`src/rtl/csr_sched.sv`:
```
`default_nettype none
// ============================================================================
// Module      : csr_sched
// Description : Sequencer/arbiter in front of the single-ported csr unit.
//               Accepts system-op requests from execute and page-fault
//               reports from the MMU. Issues one operation per sequence onto
//               the csr cause/tval/wdata interface. Resolves the result as a
//               write-back response, a pipeline redirect, or a TLB flush
//               followed by a redirect.
// Ports       : clk, rst             - clock, asynchronous active-high reset
//               exec_*               - execute-stage request / completion
//               fault_*              - MMU page-fault pulse and drop report
//               csr_* (out)          - operation driven to the csr unit
//               csr_* (in)           - combinational results from csr
//               tlb_flush_req/ack    - TLB flush handshake
//               redirect_valid/pc    - global pipeline redirect
//               busy                 - sequence in flight or fault pending
// Revision    : 1.0 - initial release
// ============================================================================
module csr_sched #(
    parameter logic [4:0] IDLE_CAUSE = 5'd0
) (
    input  logic        clk,
    input  logic        rst,

    input  logic        exec_valid,
    output logic        exec_ready,
    input  logic [4:0]  exec_cause,
    input  logic [63:0] exec_pc,
    input  logic [63:0] exec_addr,
    input  logic [63:0] exec_wdata,
    output logic        exec_done,
    output logic [63:0] exec_rdata,

    input  logic        fault_valid,
    input  logic [4:0]  fault_cause,
    input  logic [63:0] fault_pc,
    input  logic [63:0] fault_va,
    output logic        fault_drop,

    output logic [4:0]  csr_cause,
    output logic [63:0] csr_pc,
    output logic [63:0] csr_tval,
    output logic [63:0] csr_wdata,
    input  logic [63:0] csr_rdata,
    input  logic        csr_r_valid,
    input  logic        csr_trap_en,
    input  logic [63:0] csr_trap_pc,
    input  logic        csr_invalid,

    output logic        tlb_flush_req,
    input  logic        tlb_flush_ack,

    output logic        redirect_valid,
    output logic [63:0] redirect_pc,

    output logic        busy
);

    typedef enum logic [2:0] {
        ST_IDLE     = 3'd0,
        ST_ISSUE    = 3'd1,
        ST_FLUSH    = 3'd2,
        ST_REDIRECT = 3'd3,
        ST_RESP     = 3'd4
    } state_t;

    state_t      r_state;

    // Single-entry fault buffer
    logic        r_fb_full;
    logic [4:0]  r_fb_cause;
    logic [63:0] r_fb_pc;
    logic [63:0] r_fb_va;

    // Per-sequence context
    logic        r_src_exec;
    logic [63:0] r_rdata;
    logic [63:0] r_trap_pc;

    // Registered outputs
    logic [4:0]  r_csr_cause;
    logic [63:0] r_csr_pc;
    logic [63:0] r_csr_tval;
    logic [63:0] r_csr_wdata;
    logic        r_exec_done;
    logic [63:0] r_exec_rdata;
    logic        r_redirect_valid;
    logic [63:0] r_redirect_pc;
    logic        r_tlb_flush_req;

    logic        w_idle;
    logic        w_fb_launch;
    logic        w_exec_ready;
    logic        w_exec_launch;
    logic        w_fault_drop;
    logic [63:0] w_rdata_v;

    assign w_idle        = (r_state == ST_IDLE);
    // A buffered fault always goes first out of IDLE.
    assign w_fb_launch   = w_idle & r_fb_full;
    // A same-cycle fault pulse blocks accept so the fault wins arbitration.
    // Reset masks the accept so no output is high while rst is asserted.
    assign w_exec_ready  = ~rst & w_idle & ~r_fb_full & ~fault_valid;
    assign w_exec_launch = w_exec_ready & exec_valid;
    // A pulse that meets a full buffer is lost unless the slot frees this cycle.
    assign w_fault_drop  = ~rst & fault_valid & r_fb_full & ~w_fb_launch;
    assign w_rdata_v     = csr_r_valid ? csr_rdata : 64'd0;

    // ------------------------------------------------------------------
    // Fault buffer
    // ------------------------------------------------------------------
    always_ff @(posedge clk or posedge rst) begin
        if (rst) begin
            r_fb_full  <= 1'b0;
            r_fb_cause <= 5'd0;
            r_fb_pc    <= 64'd0;
            r_fb_va    <= 64'd0;
        end else if (fault_valid && (!r_fb_full || w_fb_launch)) begin
            // Launch reads the old contents on this same edge, so a new
            // fault may refill the slot as it is being vacated.
            r_fb_full  <= 1'b1;
            r_fb_cause <= fault_cause;
            r_fb_pc    <= fault_pc;
            r_fb_va    <= fault_va;
        end else if (w_fb_launch) begin
            r_fb_full  <= 1'b0;
        end
    end

    // ------------------------------------------------------------------
    // Sequencer
    // ------------------------------------------------------------------
    always_ff @(posedge clk or posedge rst) begin
        if (rst) begin
            r_state          <= ST_IDLE;
            r_src_exec       <= 1'b0;
            r_rdata          <= 64'd0;
            r_trap_pc        <= 64'd0;
            r_csr_cause      <= IDLE_CAUSE;
            r_csr_pc         <= 64'd0;
            r_csr_tval       <= 64'd0;
            r_csr_wdata      <= 64'd0;
            r_exec_done      <= 1'b0;
            r_exec_rdata     <= 64'd0;
            r_redirect_valid <= 1'b0;
            r_redirect_pc    <= 64'd0;
            r_tlb_flush_req  <= 1'b0;
        end else begin
            case (r_state)
                ST_IDLE: begin
                    if (w_fb_launch) begin
                        r_src_exec  <= 1'b0;
                        r_csr_cause <= r_fb_cause;
                        r_csr_pc    <= r_fb_pc;
                        r_csr_tval  <= r_fb_va;
                        r_csr_wdata <= 64'd0;
                        r_state     <= ST_ISSUE;
                    end else if (w_exec_launch) begin
                        r_src_exec  <= 1'b1;
                        r_csr_cause <= exec_cause;
                        r_csr_pc    <= exec_pc;
                        r_csr_tval  <= exec_addr;
                        r_csr_wdata <= exec_wdata;
                        r_state     <= ST_ISSUE;
                    end
                end

                ST_ISSUE: begin
                    // pc/tval/wdata keep their values; only the cause
                    // returns to idle so csr sees exactly one operation.
                    r_csr_cause <= IDLE_CAUSE;
                    r_rdata     <= w_rdata_v;
                    r_trap_pc   <= csr_trap_pc;
                    if (csr_invalid) begin
                        r_tlb_flush_req <= 1'b1;
                        r_state         <= ST_FLUSH;
                    end else if (csr_trap_en) begin
                        r_redirect_valid <= 1'b1;
                        r_redirect_pc    <= csr_trap_pc;
                        r_exec_done      <= r_src_exec;
                        r_exec_rdata     <= r_src_exec ? w_rdata_v : 64'd0;
                        r_state          <= ST_REDIRECT;
                    end else begin
                        r_exec_done      <= r_src_exec;
                        r_exec_rdata     <= r_src_exec ? w_rdata_v : 64'd0;
                        r_state          <= ST_RESP;
                    end
                end

                ST_FLUSH: begin
                    if (tlb_flush_ack) begin
                        r_tlb_flush_req  <= 1'b0;
                        r_redirect_valid <= 1'b1;
                        r_redirect_pc    <= r_trap_pc;
                        r_exec_done      <= r_src_exec;
                        r_exec_rdata     <= r_src_exec ? r_rdata : 64'd0;
                        r_state          <= ST_REDIRECT;
                    end
                end

                ST_REDIRECT, ST_RESP: begin
                    r_redirect_valid <= 1'b0;
                    r_redirect_pc    <= 64'd0;
                    r_exec_done      <= 1'b0;
                    r_exec_rdata     <= 64'd0;
                    r_state          <= ST_IDLE;
                end

                default: begin
                    r_state <= ST_IDLE;
                end
            endcase
        end
    end

    assign exec_ready     = w_exec_ready;
    assign exec_done      = r_exec_done;
    assign exec_rdata     = r_exec_rdata;
    assign fault_drop     = w_fault_drop;
    assign csr_cause      = r_csr_cause;
    assign csr_pc         = r_csr_pc;
    assign csr_tval       = r_csr_tval;
    assign csr_wdata      = r_csr_wdata;
    assign tlb_flush_req  = r_tlb_flush_req;
    assign redirect_valid = r_redirect_valid;
    assign redirect_pc    = r_redirect_pc;
    assign busy           = ~w_idle | r_fb_full;

endmodule
`default_nettype wire

```
`config.mk`:
```
export PLATFORM = sky130hd
export DESIGN_NAME = csr_sched
export DESIGN_NICKNAME = d
export VERILOG_FILES = /design/src/rtl/csr_sched.sv
export SDC_FILE = /design/constraint.sdc
export NUM_CORES = 1
export LEC_CHECK = 0
export CAP_MARGIN = 0
export CORE_AREA = 5 5 304 306
export DETAILED_ROUTE_END_ITERATION = 7
export DIE_AREA = 0 0 309 311
export PLACE_DENSITY = 0.63
export SETUP_SLACK_MARGIN = 0.02
export SYNTH_ARGS = -nofsm -noshare
export SYNTH_HDL_FRONTEND = slang
export SYNTH_SLANG_ARGS = --single-unit
```
`constraint.sdc`:
```
create_clock -name clk -period 24.7 [get_ports clk]
set_clock_uncertainty 0.2 [all_clocks]
set_input_delay 3.705 -clock clk [delete_from_list [all_inputs] [get_ports clk]]
set_output_delay 3.705 -clock clk [all_outputs]
set_load 0.005 [all_outputs]
```
* Word level (Yosys, flattened, before mapping)
Index checks and enable logic that the tools add are counted.
Storage, ports and cells: bits in registers 594, output and inout bits 331, word-level logic and storage cells 95, input bits 466
Cells by class: mux-type cells 39, bitwise operators 14, equality and inequality tests 9, reductions and logical operators 16
Operator list (count):
- two-way mux 64 bit | 14
- one-hot mux 64 bit (3 select lines) | 2
- two-way mux 3 bit | 5
- two-way mux 1 bit | 11
- two-way mux 5 bit | 2
- one-hot mux 5 bit (2 select lines) | 1
- one-hot mux 3 bit (3 select lines) | 1
- bitwise AND 1 bit | 8
- != test 2 bit, second input constant | 4
- nonzero test 2 bit | 4
- == test 3 x 2 -> 1 bit, second input constant | 2
- one-hot mux 1 bit (3 select lines) | 2
- AND reduction 2 bit | 3
- AND reduction 3 bit | 2
- inverter 1 bit | 5
- AND reduction 4 bit | 1
- == test 3 x 1 -> 1 bit, second input constant | 1
- == test 3 bit, second input constant | 1
- logical NOT 3 bit | 1
- != test 3 x 1 -> 1 bit, second input constant | 1
- nonzero test 3 bit | 1
- one-hot mux 1 bit (2 select lines) | 1
- OR reduction 2 bit | 1
- logical AND 1 bit | 1
- 3 further kinds | 3

* Logic depth before layout (Yosys ltp)
Gate-level depths: netlist (run 1).
depth in word-level cells 8, gate-level depth with buffers 8, depth with buffers taken out 4

* Worst setup path before layout (run 1)
OpenSTA, ideal clock, no wires.
path kind input to output, from input rst, to output fault_drop, path buffers 0, slack 16.874 ns, required time 20.795 ns, stages on the path 1, arrival time 3.921 ns, path through nor3b_1
Between the ends: longest elaborated chain between the ends 4
Ends and longest elaborated chain:
- from (decl) | RTL line 24 | input logic rst,
- inverter 1 bit | RTL line 107 | assign w_fault_drop = ~rst & fault_valid & r_fb_full & ~w_fb_launch;
- bitwise AND 1 bit (3 in a row) | RTL line 107
- to (decl) | RTL line 39 | output logic fault_drop,
Every way passes these cells.

* Worst setup path after layout (run 1)
from input fault_valid, to output fault_drop
Between the ends: longest elaborated chain between the ends 3
Ends and longest elaborated chain:
- from (decl) | RTL line 35 | input logic fault_valid,
- bitwise AND 1 bit (3 in a row) | RTL line 107
Every way passes these cells.

==> flow_metrics.py, run 1 <==
metrics = {
    "run_status": {
        "status": "finished, violations left",
        "violations": "DRC",
    },
    "global_routing": {
        "antenna_found_initial": 30,
        "grtUsageTotal_pct": 19.8,
        "gr-total-overflow": 0,
        "grt_first_pass_wirelength_um": 147000,
        "grt_start_max_net_pins": 215,
        "first_global_vias": 22000,
    },
    "placed_design": {
        "gp_congestion": 0.833,
        "port_buffers": 796,
        "post-dp-hpwl_um": 67300,
        "dpl_cell_area_um2": 35200,
    },
    "floorplan": {
        "coreArea_um2": 89300,
        "pin_count": 797,
        "initial_utilization_pct": 29.5,
        "die_height_um": 311,
        "die_w_um": 309,
        "die_area_um2": 96100,
        "row_count": 110,
    },
    "drt": {
        "postRouteAntennaNets": 0,
        "drc": 2,
        "wirelength_um": 98700,
        "drtIter0Drc": 1722,
        "wire_per_inst_um": 22.8,
        "viasPerCell": 5.04,
        "vias": 21800,
        "first_pass_iters": 8,
    },
    "clock_tree": {
        "post_cts_buffers": 0,
        "cts.clk_slew.worst_paths_ps": 50,
        "ctsHtreeMaxLevel": 3,
        "clk_path_buf_depth": 3,
        "clock_latency_ps": 600,
        "post_cts_resized": 0,
        "clock-sinks": 594,
        "cts.root.buffer_cell": "clkbuf_16",
        "cts_tree": "built",
        "cts_hold_buf": 0,
        "cts-buffers-inserted": 71,
    },
    "pwr": {
        "irDropWorstVdd_uv": 69.1,
        "total_power_mw": 4.60,
        "powerDensity_nw_per_um2": 123,
        "p_leak_nw": 15.0,
    },
    "critical_path": {
        "cpPeakStageDelay_ps": 770,
        "startpoint_type": "input pin",
        "required_ps": 20800,
        "crit_arrival_ps": 5300,
        "reg2reg_depth": 7,
        "critPathKind": "in2out",
        "reg2reg_to": "r_trap_pc[46]",
        "endpoint_kind": "output port",
        "path_cells": "clkdlybuf4s50_1, nor3b_1, clkdlybuf4s50_1",
        "critPathSlowestCell": "clkdlybuf4s50_1",
        "critPathCapture": "fault_drop",
        "critPathLaunch": "fault_valid",
        "crit_fanout": 6,
        "cp_common_cell": "clkdlybuf4s50_1",
        "rrSetupSlack_ps": 20550,
        "r2r-start": "r_state[2]",
    },
    "sta": {
        "tns_ps": 0,
        "setup_viol": 0,
        "rsz0062_at_grt": "no",
        "min_period_over_period_pct": 37.3,
        "max_freq_mhz": 109,
        "hold_viol": 0,
        "slew_headroom_pct": 27.4,
        "whs_ps": 267,
        "worst_pin_slew_ps": 1090,
        "report.final.slew_viol_count": 0,
        "period_needed_ps": 9210,
    },
    "synth": {
        "synthesis.area_um2": 26400,
        "synth_cell_types": 41,
        "yosysTopAreaCell": "dfrtp_1",
        "synth_nets": 2869,
        "ys.flop_type": "dfrtp_1",
        "syn_inst": 2403,
        "synth_top_area_share_pct": 56.3,
        "ys_seq_area_share_pct": 56.3,
        "synth-edff-count": 0,
        "avgSynthCellArea_um2": 11.0,
        "synthArstFlopShare_pct": 100,
        "ys_ff_latch": 594,
        "synth.top_cells.by_area": "dfrtp_1, mux2_2, o21ai_0, nand2_1, a21oi_1",
        "ys_warn_count": 0,
    },
    "finish": {
        "fin_util_pct": 42.0,
        "fin_area_um2": 37500,
        "drive_gt1_share_pct": 12.7,
        "synthToLayoutAreaGrowth_pct": 42.0,
        "fin_nets": 3549,
    },
    "flow_run": {
        "drv_cap": 0,
    },
    "min_path": {
        "min-delay-path-class": "reg2reg",
    },
}
[worst min path at each step]
stage	from	endpoint	cells past startpoint
5_1_grt	csr_cause[2]	csr_cause[2]	2
3_5_place_dp	r_rdata[28]	r_rdata[28]	2
6_report	r_rdata[1]	r_rdata[1]	2
3_3_place_gp	r_rdata[17]	r_rdata[17]	2
2_1_floorplan	r_rdata[16]	r_rdata[16]	2
4_1_cts	r_rdata[28]	r_rdata[28]	2
[cells by family (layout without fill, tap and decap cells)]
logic type             Yosys count  count (layout)  share of synthesized area (%)
AOI/OAI and AO/OA              751             751                           17.3
buffers and inverters          227             959                           3.81
DFF                            594             594                           56.3
muxes                          265             265                           11.3
other                            0              16                              0
and+or+nand+nor                566             566                           11.3
[critical path: cells and delay by family]
| kind | cells | cell delay, ps |
|---|---|---|
| buffers and inverters | 2 | 1310 |
| AND/OR/NAND/NOR | 1 | 270 |
[report_power, final]
part           total [mW]  switching [mW]  internal (mW)
logic                1.89           0.927          0.964
registers            1.69           0.281           1.41
clock network        1.01           0.418          0.594
total                4.60            1.63           2.97
[per-layer routing]
| layer | vias to the layer above | part of all wire (%) | track usage (%) | routed length, um |
|---|---|---|---|---|
| met5 | - | 0.14 | 0 | 136 |
| met4 | 20 | 2.1 | 5.14 | 2080 |
| met3 | 141 | 9.3 | 7.58 | 9170 |
| met2 | 683 | 48 | 32.1 | 47000 |
| met1 | 10900 | 41 | 24.8 | 40300 |
| li1 | 10000 | - | - | - |
[layout by cell type, fill, tap and decap left out, types with 16 or more instances in the layout]
cell | netlist | final
o21ai_0 | 317 | 317
o2bb2ai_1 | 64 | 64
mux2_1 | 70 | 70
a21oi_1 | 169 | 169
or3b_2 | 48 | 48
clkbuf_16 | 0 | 73
mux2_2 | 193 | 193
nand2_1 | 303 | 302
buf_4 | 3 | 31
nor3_1 | 67 | 67
dfrtp_1 | 594 | 590
nor3b_1 | 106 | 105
clkbuf_1 | 133 | 27
a22oi_1 | 112 | 112
a22o_1 | 64 | 64
diode_2 | 0 | 16
clkdlybuf4s50_1 | 0 | 795
[layout make-up]
class / instances / area [um2]
Fill cell: 8607 / 51800
Sequential cell: 594 / 14900
Multi-Input combinational cell: 1582 / 10600
Timing Repair Buffer: 829 / 8240
Clock buffer: 105 / 2000
Tap cell: 1176 / 1470
Clock inverter: 20 / 219
Antenna cell: 16 / 40.0
Inverter: 5 / 26.3
[state kept, by name (all words and copies together) (netlist names), 5 cells and up]
| signal | count |
|---|---|
| csr_pc | 64 |
| r_fb_pc | 64 |
| r_fb_cause | 5 |
| exec_rdata | 64 |
| r_fb_va | 64 |
| r_trap_pc | 64 |
| csr_cause | 5 |
| csr_tval | 64 |
| r_rdata | 64 |
| csr_wdata | 64 |
| redirect_pc | 64 |
[Yosys cell counts (2+ instances only)]
master	number
nand2_1	303
nand2b_1	2
and2_1	2
a22oi_1	112
nor3_1	67
buf_6	8
or3b_2	48
o21ai_0	317
a21oi_1	169
mux2_2	193
a22o_1	64
buf_4	3
or3b_1	16
clkbuf_1	133
mux2_1	70
nor2_1	7
buf_2	66
nor2b_1	9
o2bb2ai_1	64
inv_1	4
o21ai_1	12
a31oi_1	4
mux2i_1	2
buf_1	12
dfrtp_1	594
nor3b_1	106
nand2_2	2
[per-stage QoR]
step                      worst slack, ps  std cells
after floorplan                      4170       2403
after global placement              15490       4186
after detailed placement            15490       4186
after CTS                           15470       4311
after global routing                15460       4322
final                               15490       4327
(Power assumes the default switching activity.)
==> run 2: changes to the inputs <==
- CORE_AREA: 5 5 304 306 -> 5 5 311 313
- DIE_AREA: 0 0 309 311 -> 0 0 316 318
- clock period: 24.7 -> 8.2 ns (I/O delays scaled with it)
==> flow_metrics.py, run 2 (same netlist as run 1, synthesis figures left out) <==
metrics = {
    "global_routing": {
        "grt_start_max_net_pins": 172,
        "antenna_found_initial": 39,
        "grt_first_pass_wirelength_um": 145000,
        "grtUsageTotal_pct": 18.9,
        "gr-total-overflow": 0,
        "first_global_vias": 21600,
    },
    "critical_path": {
        "path_depth": 5,
        "r2r-start": "r_state[0]",
        "critPathSlowestCell": "nor3b_1",
        "critPathLaunch": "r_state[0]",
        "startpoint_type": "flip-flop",
        "crit_arrival_ps": 3760,
        "cp_top_family": "simple AND/OR/NAND/NOR gates",
        "reg2reg_to": "r_fb_pc[18]",
        "required_ps": 6770,
        "rrSetupSlack_ps": 4090,
        "cpPeakStageDelay_ps": 670,
        "path_cells": "buf_4, or3_4, nand2_2, nor3b_1, clkdlybuf4s50_1",
        "critPathKind": "reg2out",
        "endpoint_kind": "output port",
        "crit_fanout": 75,
        "cp_num_buf_inv": 2,
        "critPathCapture": "fault_drop",
        "reg2reg_depth": 6,
    },
    "clock_tree": {
        "cts.root.buffer_cell": "clkbuf_16",
        "ctsHtreeMaxLevel": 3,
        "cts.clk_slew.worst_paths_ps": 60,
        "cts-buffers-inserted": 72,
        "clk_path_buf_depth": 3,
        "cts_tree": "built",
        "clock_latency_ps": 620,
        "cts_hold_buf": 0,
        "clock-sinks": 594,
        "post_cts_buffers": 0,
        "post_cts_resized": 0,
    },
    "drt": {
        "postRouteAntennaNets": 0,
        "first_pass_iters": 5,
        "viasPerCell": 4.88,
        "drc": 0,
        "vias": 21600,
        "wirelength_um": 99000,
        "drtIter0Drc": 1681,
        "wire_per_inst_um": 22.4,
    },
    "floorplan": {
        "row_count": 113,
        "initial_utilization_pct": 28.1,
        "die_w_um": 316,
        "die_height_um": 318,
        "coreArea_um2": 94000,
        "pin_count": 797,
        "die_area_um2": 100000,
    },
    "sta": {
        "worst_pin_slew_ps": 1110,
        "max_freq_mhz": 193,
        "rsz0062_at_grt": "no",
        "hold_viol": 0,
        "setup_viol": 0,
        "min_period_over_period_pct": 63.3,
        "whs_ps": 268,
        "slew_headroom_pct": 26.0,
        "tns_ps": 0,
        "period_needed_ps": 5190,
        "report.final.slew_viol_count": 0,
    },
    "finish": {
        "final_cell_mix": "clkdlybuf4s50_1, dfrtp_1, o21ai_0",
        "synthToLayoutAreaGrowth_pct": 42.9,
        "seqCellArea_um2": 14900,
        "final_common_cell": "clkdlybuf4s50_1",
        "drive_gt1_share_pct": 13.0,
        "multi_input_area_um2": 10600,
        "fill_cells": 9115,
        "fin_nets": 3550,
    },
    "placed_design": {
        "gp_congestion": 0.844,
        "post-dp-hpwl_um": 67300,
        "port_buffers": 796,
    },
    "pwr": {
        "powerDensity_nw_per_um2": 370,
        "irDropWorstVdd_uv": 219,
        "p_leak_nw": 15.0,
    },
    "flow_run": {
        "drv_cap": 0,
    },
    "run_status": {
        "status": "finished, final reports clean",
    },
    "min_path": {
        "min-delay-path-class": "reg2reg",
    },
}
run 2: how the worst min path moves through the flow:
stage / start / endpoint / slack [ps] / cells past startpoint
final: r_rdata[21] / r_rdata[21] / 270 / 2
after floorplan: r_rdata[16] / r_rdata[16] / 240 / 2
after global placement: r_rdata[28] / r_rdata[28] / 250 / 2
after detailed placement: r_rdata[26] / r_rdata[26] / 260 / 2
after CTS: r_rdata[19] / r_rdata[19] / 270 / 2
after global routing: r_rdata[19] / r_rdata[19] / 290 / 2
run 2: stage by stage:
| step | instance area [um2] | utilization, % | power (mW) | worst slack, ps | cells |
|---|---|---|---|---|---|
| 6_report | 37700 | 40.1 | 14.0 | 3010 | 4421 |
| 5_1_grt | 37700 | 40.1 | 14.9 | 2800 | 4416 |
| 4_1_cts | 37700 | 40.1 | 14.2 | 2860 | 4398 |
| 3_5_place_dp | 35300 | 37.6 | 10.9 | 3580 | 4275 |
| 3_3_place_gp | 35300 | 37.6 | 10.8 | 3570 | 4275 |
| 2_1_floorplan | 26400 | - | 8.07 | -1330 | 2403 |
run 2: power by group:
| part | internal, mW | switching (mW) |
|---|---|---|
| sequential | 4.25 | 0.908 |
| combinational | 2.90 | 2.73 |
| clock | 1.87 | 1.29 |
| total | 9.03 | 4.92 |
run 2: final cells by class:
class / count / area share [%]
antenna: 23 / 0.153
clock buffer: 102 / 5.54
clock inverter: 21 / 0.591
inverter: 5 / 0.0597
multi-input combinational: 1582 / 28.1
sequential: 594 / 39.4
tap: 1265 / 4.20
timing repair buffer: 829 / 21.9
run 2: metal layers:
layer / GRT usage (%) / vias up / part of all wire [%]
met5: 0 / - / 0.18
met4: 6.32 / 28 / 2.9
met3: 7.85 / 178 / 11
met2: 29.2 / 726 / 46
met1: 24.1 / 10600 / 40
li1: - / 10000 / -
run 2: worst reg2reg max path, delay by kind of cell (launching register included):
kind	cells	cell delay [ps]
AND/OR/NAND/NOR	3	1390
multiplexers	1	490
buffers and inverters	2	1540
flip-flops	1	350
